$ cat config.mk
export PLATFORM = sky130hd
export DESIGN_NAME = gcd_req_issue
export DESIGN_NICKNAME = d
export VERILOG_FILES = /design/src/rtl/gcd_req_issue.sv
export SDC_FILE = /design/constraint.sdc
export NUM_CORES = 1
export LEC_CHECK = 0
export CORE_ASPECT_RATIO = 0.9
export CORE_MARGIN = 2
export CORE_UTILIZATION = 39
export DETAILED_ROUTE_END_ITERATION = 8
export PLACE_DENSITY_LB_ADDON = 0.1
export SYNTH_ARGS = -nofsm -noshare
export SYNTH_HDL_FRONTEND = slang
export SYNTH_SLANG_ARGS = --single-unit
$ cat constraint.sdc
create_clock -name clk_i -period 4.47 [get_ports clk_i]
set_input_delay 0.894 -clock clk_i [delete_from_list [all_inputs] [get_ports clk_i]]
set_output_delay 0.894 -clock clk_i [all_outputs]
set_load 0.02 [all_outputs]
$ cat src/rtl/gcd_req_issue.sv
// gcd_req_issue
//   Upstream operand stage for the GCD core. Operand pairs (A,B) arrive over a
//   valid/ready port, are buffered in a DEPTH-entry FIFO and are issued to the
//   core one at a time. Only one operation is ever in flight: the next pair is
//   popped only after the core has returned a result and the FSM is back in idle.
//
// Parameters
//   W      operand width in bits (>= 2)
//   DEPTH  FIFO entries, power of two (>= 2)
//
// Ports
//   clk_i         clock, rising edge
//   rst_i         asynchronous reset, active-high (shared with the core)
//   in_valid_i    upstream pair valid
//   in_ready_o    FIFO not full (registered)
//   in_a_i/in_b_i operand pair from upstream
//   gcd_req_o     one-cycle start pulse to the core (registered)
//   gcd_a_o/b_o   operands to the core, held until the next issue
//   gcd_busy_i    core busy (CALC/DONE)
//   gcd_valid_i   core result valid, one-cycle pulse
//   fifo_count_o  number of buffered pairs
//   idle_o        FIFO empty and FSM idle
//   issued_cnt_o  (only with GCD_ISSUE_CNT_EN) count of issued requests, wraps
//
// Configuration
//   GCD_ISSUE_CNT_EN  when defined, adds the 32-bit issued_cnt_o request counter.

module gcd_req_issue #(
    parameter int unsigned W     = 16,
    parameter int unsigned DEPTH = 4
) (
    input  logic                     clk_i,
    input  logic                     rst_i,
    input  logic                     in_valid_i,
    output logic                     in_ready_o,
    input  logic [W-1:0]             in_a_i,
    input  logic [W-1:0]             in_b_i,
    output logic                     gcd_req_o,
    output logic [W-1:0]             gcd_a_o,
    output logic [W-1:0]             gcd_b_o,
    input  logic                     gcd_busy_i,
    input  logic                     gcd_valid_i,
    output logic [$clog2(DEPTH):0]   fifo_count_o,
`ifdef GCD_ISSUE_CNT_EN
    output logic                     idle_o,
    output logic [31:0]              issued_cnt_o
`else
    output logic                     idle_o
`endif
);

    localparam int unsigned PW = $clog2(DEPTH);

    typedef enum logic [1:0] {
        StIdle,
        StReq,
        StStart,
        StRun
    } state_e;

    state_e          state_q;

    // Pointers carry one extra wrap bit so full and empty are distinguishable.
    logic [PW:0]     wr_ptr_q, wr_ptr_d;
    logic [PW:0]     rd_ptr_q, rd_ptr_d;
    logic [PW:0]     count;
    logic            full_d;
    logic            in_ready_q;

    logic [W-1:0]    mem_a_q [DEPTH];
    logic [W-1:0]    mem_b_q [DEPTH];

    logic            req_q;
    logic [W-1:0]    a_q, b_q;

    logic            push;
    logic            pop;

    // ------------------------------------------------------------------
    // FIFO control
    // ------------------------------------------------------------------
    assign count = wr_ptr_q - rd_ptr_q;

    // in_ready is a register, so a pop in the same cycle cannot admit a push.
    assign push = in_valid_i && in_ready_q;

    // Issue only from idle with a buffered pair and a quiet core. A pair pushed
    // this cycle is not yet counted, so there is no bypass path.
    assign pop = (state_q == StIdle) && (count != '0) && !gcd_busy_i;

    always_comb begin
        wr_ptr_d = wr_ptr_q + {{PW{1'b0}}, push};
        rd_ptr_d = rd_ptr_q + {{PW{1'b0}}, pop};
        full_d   = (wr_ptr_d[PW] != rd_ptr_d[PW]) &&
                   (wr_ptr_d[PW-1:0] == rd_ptr_d[PW-1:0]);
    end

    always_ff @(posedge clk_i or posedge rst_i) begin
        if (rst_i) begin
            wr_ptr_q   <= '0;
            rd_ptr_q   <= '0;
            in_ready_q <= 1'b1;
        end else begin
            wr_ptr_q   <= wr_ptr_d;
            rd_ptr_q   <= rd_ptr_d;
            in_ready_q <= !full_d;
        end
    end

    // Storage needs no reset: entries are only read after being written.
    always_ff @(posedge clk_i) begin
        if (push) begin
            mem_a_q[wr_ptr_q[PW-1:0]] <= in_a_i;
            mem_b_q[wr_ptr_q[PW-1:0]] <= in_b_i;
        end
    end

    // ------------------------------------------------------------------
    // Issue FSM with registered request and operands
    // ------------------------------------------------------------------
    always_ff @(posedge clk_i or posedge rst_i) begin
        if (rst_i) begin
            state_q <= StIdle;
            req_q   <= 1'b0;
            a_q     <= '0;
            b_q     <= '0;
        end else begin
            unique case (state_q)
                StIdle: begin
                    // Result pulses seen here are protocol errors and ignored.
                    if (pop) begin
                        a_q     <= mem_a_q[rd_ptr_q[PW-1:0]];
                        b_q     <= mem_b_q[rd_ptr_q[PW-1:0]];
                        req_q   <= 1'b1;
                        state_q <= StReq;
                    end
                end
                StReq: begin
                    req_q   <= 1'b0;
                    state_q <= StStart;
                end
                StStart: begin
                    // A result without a busy phase is a degenerate op that
                    // already finished; it wins over a simultaneous busy.
                    if (gcd_valid_i) begin
                        state_q <= StIdle;
                    end else if (gcd_busy_i) begin
                        state_q <= StRun;
                    end
                end
                StRun: begin
                    if (gcd_valid_i) begin
                        state_q <= StIdle;
                    end
                end
                default: begin
                    state_q <= StIdle;
                    req_q   <= 1'b0;
                end
            endcase
        end
    end

`ifdef GCD_ISSUE_CNT_EN
    logic [31:0] issued_cnt_q;

    // One increment per request cycle; natural 32-bit wrap.
    always_ff @(posedge clk_i or posedge rst_i) begin
        if (rst_i) begin
            issued_cnt_q <= '0;
        end else if (state_q == StReq) begin
            issued_cnt_q <= issued_cnt_q + 32'd1;
        end
    end

    assign issued_cnt_o = issued_cnt_q;
`endif

    // ------------------------------------------------------------------
    // Outputs
    // ------------------------------------------------------------------
    assign in_ready_o   = in_ready_q;
    assign gcd_req_o    = req_q;
    assign gcd_a_o      = a_q;
    assign gcd_b_o      = b_q;
    assign fifo_count_o = count;
    assign idle_o       = (state_q == StIdle) && (count == '0);

endmodule

### Word level (Yosys, flattened, before mapping)

Memory sizes are Yosys's and may differ from the RTL's. A register that Yosys moved wholly into a read port is not among the register bits.
Cells that the tools add are included.
Widths: inputs -> output; s select.

* register bits after elaboration: 10
* bits in latches: 0
* RAM bits: 128
* memory bits (read-only): 0
* input port bits: 37
* output and inout bits: 38
* word-level logic and storage cells: 41
* memories kept: 2

Memories
* mem_a_q: words 4, width 16, read ports 1, clocked after memory_dff 1, wr ports 1, RTL line 70 `logic [W-1:0] mem_a_q [DEPTH];`
* mem_b_q: words 4, width 16, read ports 1, clocked after memory_dff 1, wr ports 1, RTL line 71 `logic [W-1:0] mem_b_q [DEPTH];`

* add/sub/neg operators: 3
* multipliers: 0
* divide/modulo/power cells: 0
* order comparisons: 0
* equality and inequality tests: 8
* shift-type cells: 0
* muxes and demuxes: 9
* bitwise operators: 0
* reduce and logical (&&, ||, !) cells: 14

Operators with widths (count)
* $mux 2: 4
* $pmux 2 s4: 1
* $add 3x1->3: 2
* $logic_and 1x1->1: 5
* $eq 2x2->1 const B: 2
* $ne 2x2->1 const B: 2
* $reduce_and 2->1: 2
* $logic_not 3->1: 1
* $mux 1: 3
* $ne 3x3->1 const B: 1
* $reduce_and 3->1: 1
* $reduce_bool 3->1: 1
* $sub 3x3->3: 1
* $eq 2x1->1 const B: 1
* $eq 2x2->1: 1
* $logic_not 1->1: 2
* $logic_not 2->1: 1
* $pmux 1 s2: 1
* $reduce_bool 2->1: 1
* $ne 1x1->1: 1

### Longest topological paths before layout

Gate-level depths: netlist of run 1.

* depth after elaboration: 8
* mapped depth: 12
* depth with buffers taken out: 11

### Least setup slack after synthesis of run 1

Ideal clock, no wire load.

* path kind: input-to-reg
* start point: input in_valid_i
* end point: memory mem_a_q[2][0], enable pin
* library setup time: 0.461 ns
* data arrival time: 3.204 ns
* data required time: 4.009 ns
* setup slack: 0.805 ns
* stages on the path: 2
* cells stage by stage: nand2_1 -> nor3_1

* cells in the longest elaborated chain, start to end: 3

Ends and longest elaborated chain
* start: declaration: RTL line 34 `input logic in_valid_i,`
* $logic_and 1x1->1: RTL line 85 `assign push = in_valid_i && in_ready_q;`
* $mux 1: RTL line 112 `if (push) begin`
* $mux 1 (not written as such): RTL line 113 `mem_a_q[wr_ptr_q[PW-1:0]] <= in_a_i;`
* end: declaration: RTL line 70

Every way passes these cells.

### Worst setup path in the final report of run 1

* start point: register wr_ptr_q[0]
* end point: output idle_o

* cells in the longest elaborated chain, start to end: 3

Ends and longest elaborated chain
* start: declaration: RTL line 64 `logic [PW:0] wr_ptr_q, wr_ptr_d;`
* start signal: assignment: RTL line 104 `wr_ptr_q <= wr_ptr_d;`
* $sub 3x3->3: RTL line 82 `assign count = wr_ptr_q - rd_ptr_q;`
* $logic_not 3->1: RTL line 187 `assign idle_o = (state_q == StIdle) && (count == '0);`
* $logic_and 1x1->1: RTL line 187
* end: declaration: RTL line 48 `output logic idle_o`

Every way passes these cells.

==> flow_metrics.py, run 1 <==
metrics = {
    "outcome": {
        "outcome": "complete, no violations",
    },
    "pwr": {
        "p_leak_nw": 2.82,
        "internal_power_w": 0.00409,
        "clkPwrFrac": 0.262,
        "powerDensity_nw_per_um2": 724,
        "ir_drop_uv": 329,
        "swShare": 0.291,
        "seqPwrFrac": 0.400,
        "p_comb_frac": 0.339,
        "power.switching_w": 0.00168,
    },
    "synth": {
        "synth_area_leaders": "edfxtp_1 61%, dfrtp_1 16%, mux4_2 11%, mux2_2 5.3%, ha_1 0.99%",
        "synthMuxAreaShare": 0.171,
        "synth_top_area_frac": 0.607,
        "ys_seq_area_frac": 0.774,
        "synth-warning-count": 0,
        "ys_seq_elements": 170,
        "yosys.cell_types.count": 24,
        "synth_top_family_by_area": "multiplexers",
        "async_flop_share": 0.247,
        "synthSimpleGateAreaFrac": 0.00890,
        "yosysTopAreaCell": "edfxtp_1",
        "ys.flop_type": "edfxtp_1",
        "synth-compound-area-share": 0.00534,
        "synth_edf_count": 128,
        "postSynthCellCount": 281,
        "synthesis.nets": 324,
        "syn_area_per_cell_sq_um": 22.5,
        "synth_most_common_cell": "edfxtp_1",
        "yosys.area_share.adder": 0.0130,
        "netlist_area_sq_um": 6330,
        "synth_top_cells_by_count": "128 x edfxtp_1, 41 x dfrtp_1, 32 x mux4_2",
        "synth_xor_area_frac": 0.0109,
    },
    "cts": {
        "cts_buffer_depth": 2,
        "cts_resized": 0,
        "cts_buffers": 17,
        "path_clk_slew_ns": 0.06,
        "cts_tree": "done",
        "htreeDepth": 4,
        "clock_latency_ns": 0.41,
        "root_buffer": "clkbuf_16",
        "clkSinkCount": 170,
        "post_cts_buffers": 0,
        "hold_buffers": 0,
    },
    "worst_setup_path": {
        "cp-start-kind": "register",
        "arrival_ns": 2.66,
        "worst-setup-path-type": "reg -> out",
        "reg2reg_slack_ns": 1.75,
        "path_max_fanout": 4,
        "cp_data_required_time_ns": 3.58,
        "endpoint_kind": "output port",
    },
    "drt": {
        "antenna_left": 0,
        "drt-total-wl_mm": 11.3,
        "via_per_inst": 4.83,
        "drc": 0,
        "dr.pass1.iters": 4,
        "vias": 2875,
        "drtIter0Drc": 117,
        "wire_per_inst_um": 19.0,
    },
    "placement": {
        "io_buffers": 74,
        "gp_congestion": 0.666,
        "dp_hpwl_mm": 6.56,
    },
    "layout": {
        "drive_gt1_frac": 0.281,
        "area_delta_synth_final_pct": 25.9,
        "nNetsFinal": 419,
        "antenna_cells": 0,
    },
    "global_route": {
        "track_usage": 0.142,
        "grt_max_degree": 35,
        "grt_pass1_wl_mm": 18.0,
        "antenna_found_initial": 0,
        "grt_overflow": 0,
        "first_global_vias": 3105,
    },
    "die": {
        "fp.dieArea_sq_um": 17300,
        "start_util": 0.395,
        "ios": 75,
        "core_sq_um": 16000,
        "die_w_um": 138,
        "dieHeight_um": 125,
        "rows": 44,
    },
    "sta": {
        "finalMaxSlewViolations": 0,
        "holdWs_ns": 0.490,
        "fmax_mhz": 281,
        "tns_ns": 0,
        "setup_viol": 0,
        "post-route-period-util": 0.796,
        "tightest_slew_ns": 0.712,
        "finalCriticalPeriod_ns": 3.56,
        "rsz0062_at_grt": "false",
        "relSlewSlack": 0.526,
        "fin_worst_skew_ns": 0.00708,
        "hold_viol": 0,
    },
    "job": {
        "cap_violations": 0,
    },
    "hold_path": {
        "min_path_type": "reg -> reg",
    },
}
[layout by cell type (no fill, tap or decap), types with 5 or more instances in the layout]
cell               n
inv_1              8
buf_4             12
mux4_2            32
ha_1               5
clkbuf_1           5
edfxtp_1         128
clkdlybuf4s50_1   74
clkbuf_16         17
dfrtp_1           39
mux2_2            30
[cells by family (layout without fill, tap and decap cells)]
group | count (synthesis) | in the layout
flip-flops | 170 | 170
multiplexers | 64 | 64
buffers and inverters | 19 | 126
AND/OR/NAND/NOR | 12 | 12
adder cells (fa/ha/maj) | 6 | 6
XOR/XNOR | 6 | 6
AO/OA/AOI/OAI | 4 | 4
[path summary, 6_finish.rpt]
kind	start	end	depth (start not counted)
max reg2reg	wr_ptr_q[0]	in_ready_o	11
min in group asynchronous	rst_i	gcd_b_o[4]	2
max in group asynchronous	rst_i	in_ready_o	3
max	wr_ptr_q[0]	idle_o	6
min reg2reg	gcd_a_o[4]	gcd_a_o[4]	1
min	gcd_a_o[4]	gcd_a_o[4]	1
[worst max-delay path, cell delays in order (launching register included)]
cell and delay, ns:
dfrtp_1 0.42, inv_1 0.12, ha_1 0.22, fa_1 0.37, xor3_2 0.28, nor4_1 0.19
clkdlybuf4s50_1 0.65
[power groups by stage]
stage,Clock [W],Sequential (W),Combinational (W)
floorplan,0,0.00252,0.00110
global placement,0,0.00233,0.00200
detailed placement,0,0.00235,0.00201
CTS,0.00154,0.00232,0.00201
global route,0.00162,0.00236,0.00211
finish,0.00151,0.00231,0.00196
[through the flow]
step           setup slack [ns]  total power, W  area [sq um]  cells   util
5_1_grt                   0.762         0.00608          7970    595  0.497
4_1_cts                   0.859         0.00587          7970    595  0.497
2_1_floorplan             0.805         0.00362          6330    281      -
3_5_place_dp               1.31         0.00436          7360    564  0.460
3_3_place_gp               1.37         0.00433          7360    564  0.460
6_report                  0.912         0.00577          7970    595  0.497
[metal layers]
metal	vias to the layer above	wire (um)	global-route usage
met5	-	0	0
met1	1491	5210	0.193
met4	0	91	0.0396
met3	8	546	0.0515
met2	64	5460	0.216
li1	1312	-	-
[sequential cells by signal, indices dropped and copies added (netlist names)]
signal      cells
gcd_req_o       1
wr_ptr_q        3
gcd_a_o        16
gcd_b_o        16
mem_a_q        64
mem_b_q        64
state_q         2
rd_ptr_q        3
in_ready_o      1
[area by class of cell]
type | count | area (sq um)
tap | 207 | 259
sequential | 170 | 4900
inverter | 9 | 33.8
clock buffer | 23 | 458
timing repair buffer | 86 | 831
fill | 1328 | 8050
multi-input combinational | 92 | 1340
clock inverter | 8 | 146
Power figures use the tool's default switching activity.
==> inputs of run 2 (changes only) <==
- clock period: 4.47 -> 3.29 ns (I/O delays scaled with it)
==> run 2 against run 1 <==
Net effect:
- total power grew 37%
- die area is the same
- highest routed layer unchanged
- critical path depth is 1 lower
- global-route usage is 0.38 points higher
- combinational power increased by 36%
- sequential share of layout area fell by 0.27 points
- via count rose by 2.6%
- clock-buffer cell count fell by 4
- cell count up 0.34%
- worst setup slack got worse by 0.69 ns
- largest cell class unchanged
- critical endpoint is now fifo_count_o[2]
- core utilization increased by 0.22 points
==> flow_metrics.py, run 2 (synthesized netlist as in run 1, its figures left out) <==
metrics = {
    "outcome": {
        "outcome": "complete, no violations",
    },
    "sta": {
        "post-route-period-util": 0.933,
        "setup_viol": 0,
        "tightest_slew_ns": 0.700,
        "fin_ws_ns": 0.220,
        "holdWs_ns": 0.493,
        "finalMaxSlewViolations": 0,
        "fmax_mhz": 326,
        "finalCriticalPeriod_ns": 3.07,
        "fin_worst_skew_ns": 0.0144,
        "hold_viol": 0,
        "relSlewSlack": 0.534,
        "tns_ns": 0,
        "rsz0062_at_grt": "false",
    },
    "placement": {
        "io_buffers": 74,
        "dp_hpwl_mm": 6.74,
        "pre_cts_ws_ns": 0.406,
        "gp_congestion": 0.682,
        "dpl_cell_area_sq_um": 7370,
    },
    "pwr": {
        "total_power_w": 0.00792,
        "power.switching_w": 0.00235,
        "internal_power_w": 0.00557,
        "p_leak_nw": 2.84,
        "powerDensity_nw_per_um2": 990,
        "seqPwrFrac": 0.397,
        "ir_drop_uv": 481,
        "clkPwrFrac": 0.268,
        "p_comb_frac": 0.335,
        "swShare": 0.297,
    },
    "global_route": {
        "grtUsageMet1": 0.187,
        "grt_overflow": 0,
        "track_usage": 0.146,
        "met2_usage": 0.233,
        "grt.busiest_layer": "met2",
        "first_global_vias": 3215,
        "met3_usage": 0.0550,
        "antenna_found_initial": 0,
        "grt_pass1_wl_mm": 18.4,
        "grt_max_degree": 35,
    },
    "drt": {
        "drc": 0,
        "via_per_inst": 4.94,
        "dr.pass1.iters": 4,
        "antenna_left": 0,
        "drtIter0Drc": 205,
        "vias": 2949,
        "wire_per_inst_um": 19.5,
        "drt-total-wl_mm": 11.7,
    },
    "worst_setup_path": {
        "worstSetupStartpoint": "wr_ptr_q[0]",
        "arrival_ns": 2.41,
        "cp_data_required_time_ns": 2.63,
        "crit_chain": "inv_1 > ha_1 > fa_1 > xor3_2 > clkdlybuf4s50_1",
        "path_max_fanout": 4,
        "crit_family": "buffers and inverters",
        "worst-setup-path-type": "reg -> out",
        "critPathSlowestCell": "clkdlybuf4s50_1",
        "r2r-start": "wr_ptr_q[0]",
        "critPathMaxStageDelay_ns": 0.62,
        "cp-start-kind": "register",
        "path_buf_inv": 2,
        "endpoint_kind": "output port",
    },
    "cts": {
        "clock_latency_ns": 0.42,
        "cts_tree": "done",
        "post_cts_buffers": 0,
        "htreeDepth": 4,
        "cts_buffer_depth": 2,
        "path_clk_slew_ns": 0.06,
        "cts_buffers": 17,
        "root_buffer": "clkbuf_16",
        "clkSinkCount": 170,
    },
    "die": {
        "ios": 75,
        "die_w_um": 138,
        "core_sq_um": 16000,
        "fp.dieArea_sq_um": 17300,
        "rows": 44,
        "dieHeight_um": 125,
        "start_util": 0.395,
    },
    "layout": {
        "post-route-cell-area_sq_um": 8000,
        "final_common_cell": "edfxtp_1",
        "nNetsFinal": 420,
        "num-fill-cells": 1301,
        "area_delta_synth_final_pct": 26.5,
        "final_cell_mix": "128 x edfxtp_1, 73 x clkdlybuf4s50_1, 39 x dfrtp_1",
        "antenna_cells": 0,
        "drive_gt1_frac": 0.295,
    },
    "hold_path": {
        "hp-start": "gcd_a_o[4]",
        "min_path_type": "reg -> reg",
    },
    "job": {
        "cap_violations": 0,
    },
}
run 2: worst paths after layout:
kind | slack, ns | cells after the start | endpoint
max reg2reg | 0.60 | 11 | in_ready_o
max | 0.22 | 5 | fifo_count_o[2]
min | 0.49 | 1 | gcd_a_o[4]
min in group asynchronous | 0.62 | 2 | gcd_a_o[15]
max in group asynchronous | 1.98 | 3 | in_ready_o
min reg2reg | 0.49 | 1 | gcd_a_o[4]
run 2: power by group through the flow:
stage | sequential, W | clock (W) | combinational, W
finish | 0.00315 | 0.00212 | 0.00266
global placement | 0.00317 | 0 | 0.00272
detailed placement | 0.00319 | 0 | 0.00273
floorplan | 0.00342 | 0 | 0.00149
global route | 0.00321 | 0.00226 | 0.00288
CTS | 0.00315 | 0.00218 | 0.00274
run 2: worst register-to-register path, cell delays in order (launching register included):
cell	delay, ns
dfrtp_1	0.41
inv_1	0.11
ha_1	0.22
fa_1	0.37
xor3_2	0.28
o21ai_4	0.14
inv_1	0.05
ha_1	0.17
ha_1	0.19
xor2_1	0.21
xnor2_1	0.10
or3_1	0.37
run 2: cell type report:
type / count / area [sq um] / area share
Sequential cell: 170 / 4900 / 0.612
Multi-Input combinational cell: 92 / 1340 / 0.168
Timing Repair Buffer: 87 / 837 / 0.105
Clock buffer: 19 / 443 / 0.0553
Tap cell: 207 / 259 / 0.0324
Clock inverter: 13 / 190 / 0.0238
Inverter: 9 / 33.8 / 0.00422
run 2: what timing repair did:
item | 4_1_cts | 5_1_grt
gates resized for setup | 1 | 0
setup endpoints to repair | 1 | 0
hold buffers | 0 | 0
run 2: metal layers:
| layer | wire length [um] | share of wire |
|---|---|---|
| met5 | 0 | 0 |
| met2 | 5840 | 0.50 |
| met1 | 5210 | 0.45 |
| met3 | 499 | 0.043 |
| met4 | 108 | 0.0093 |
run 2: stage by stage:
| stage | util | instances |
|---|---|---|
| after global placement | 0.460 | 565 |
| after floorplan | - | 281 |
| after global routing | 0.500 | 597 |
| final | 0.500 | 597 |
| after CTS | 0.500 | 597 |
| after detailed placement | 0.460 | 565 |
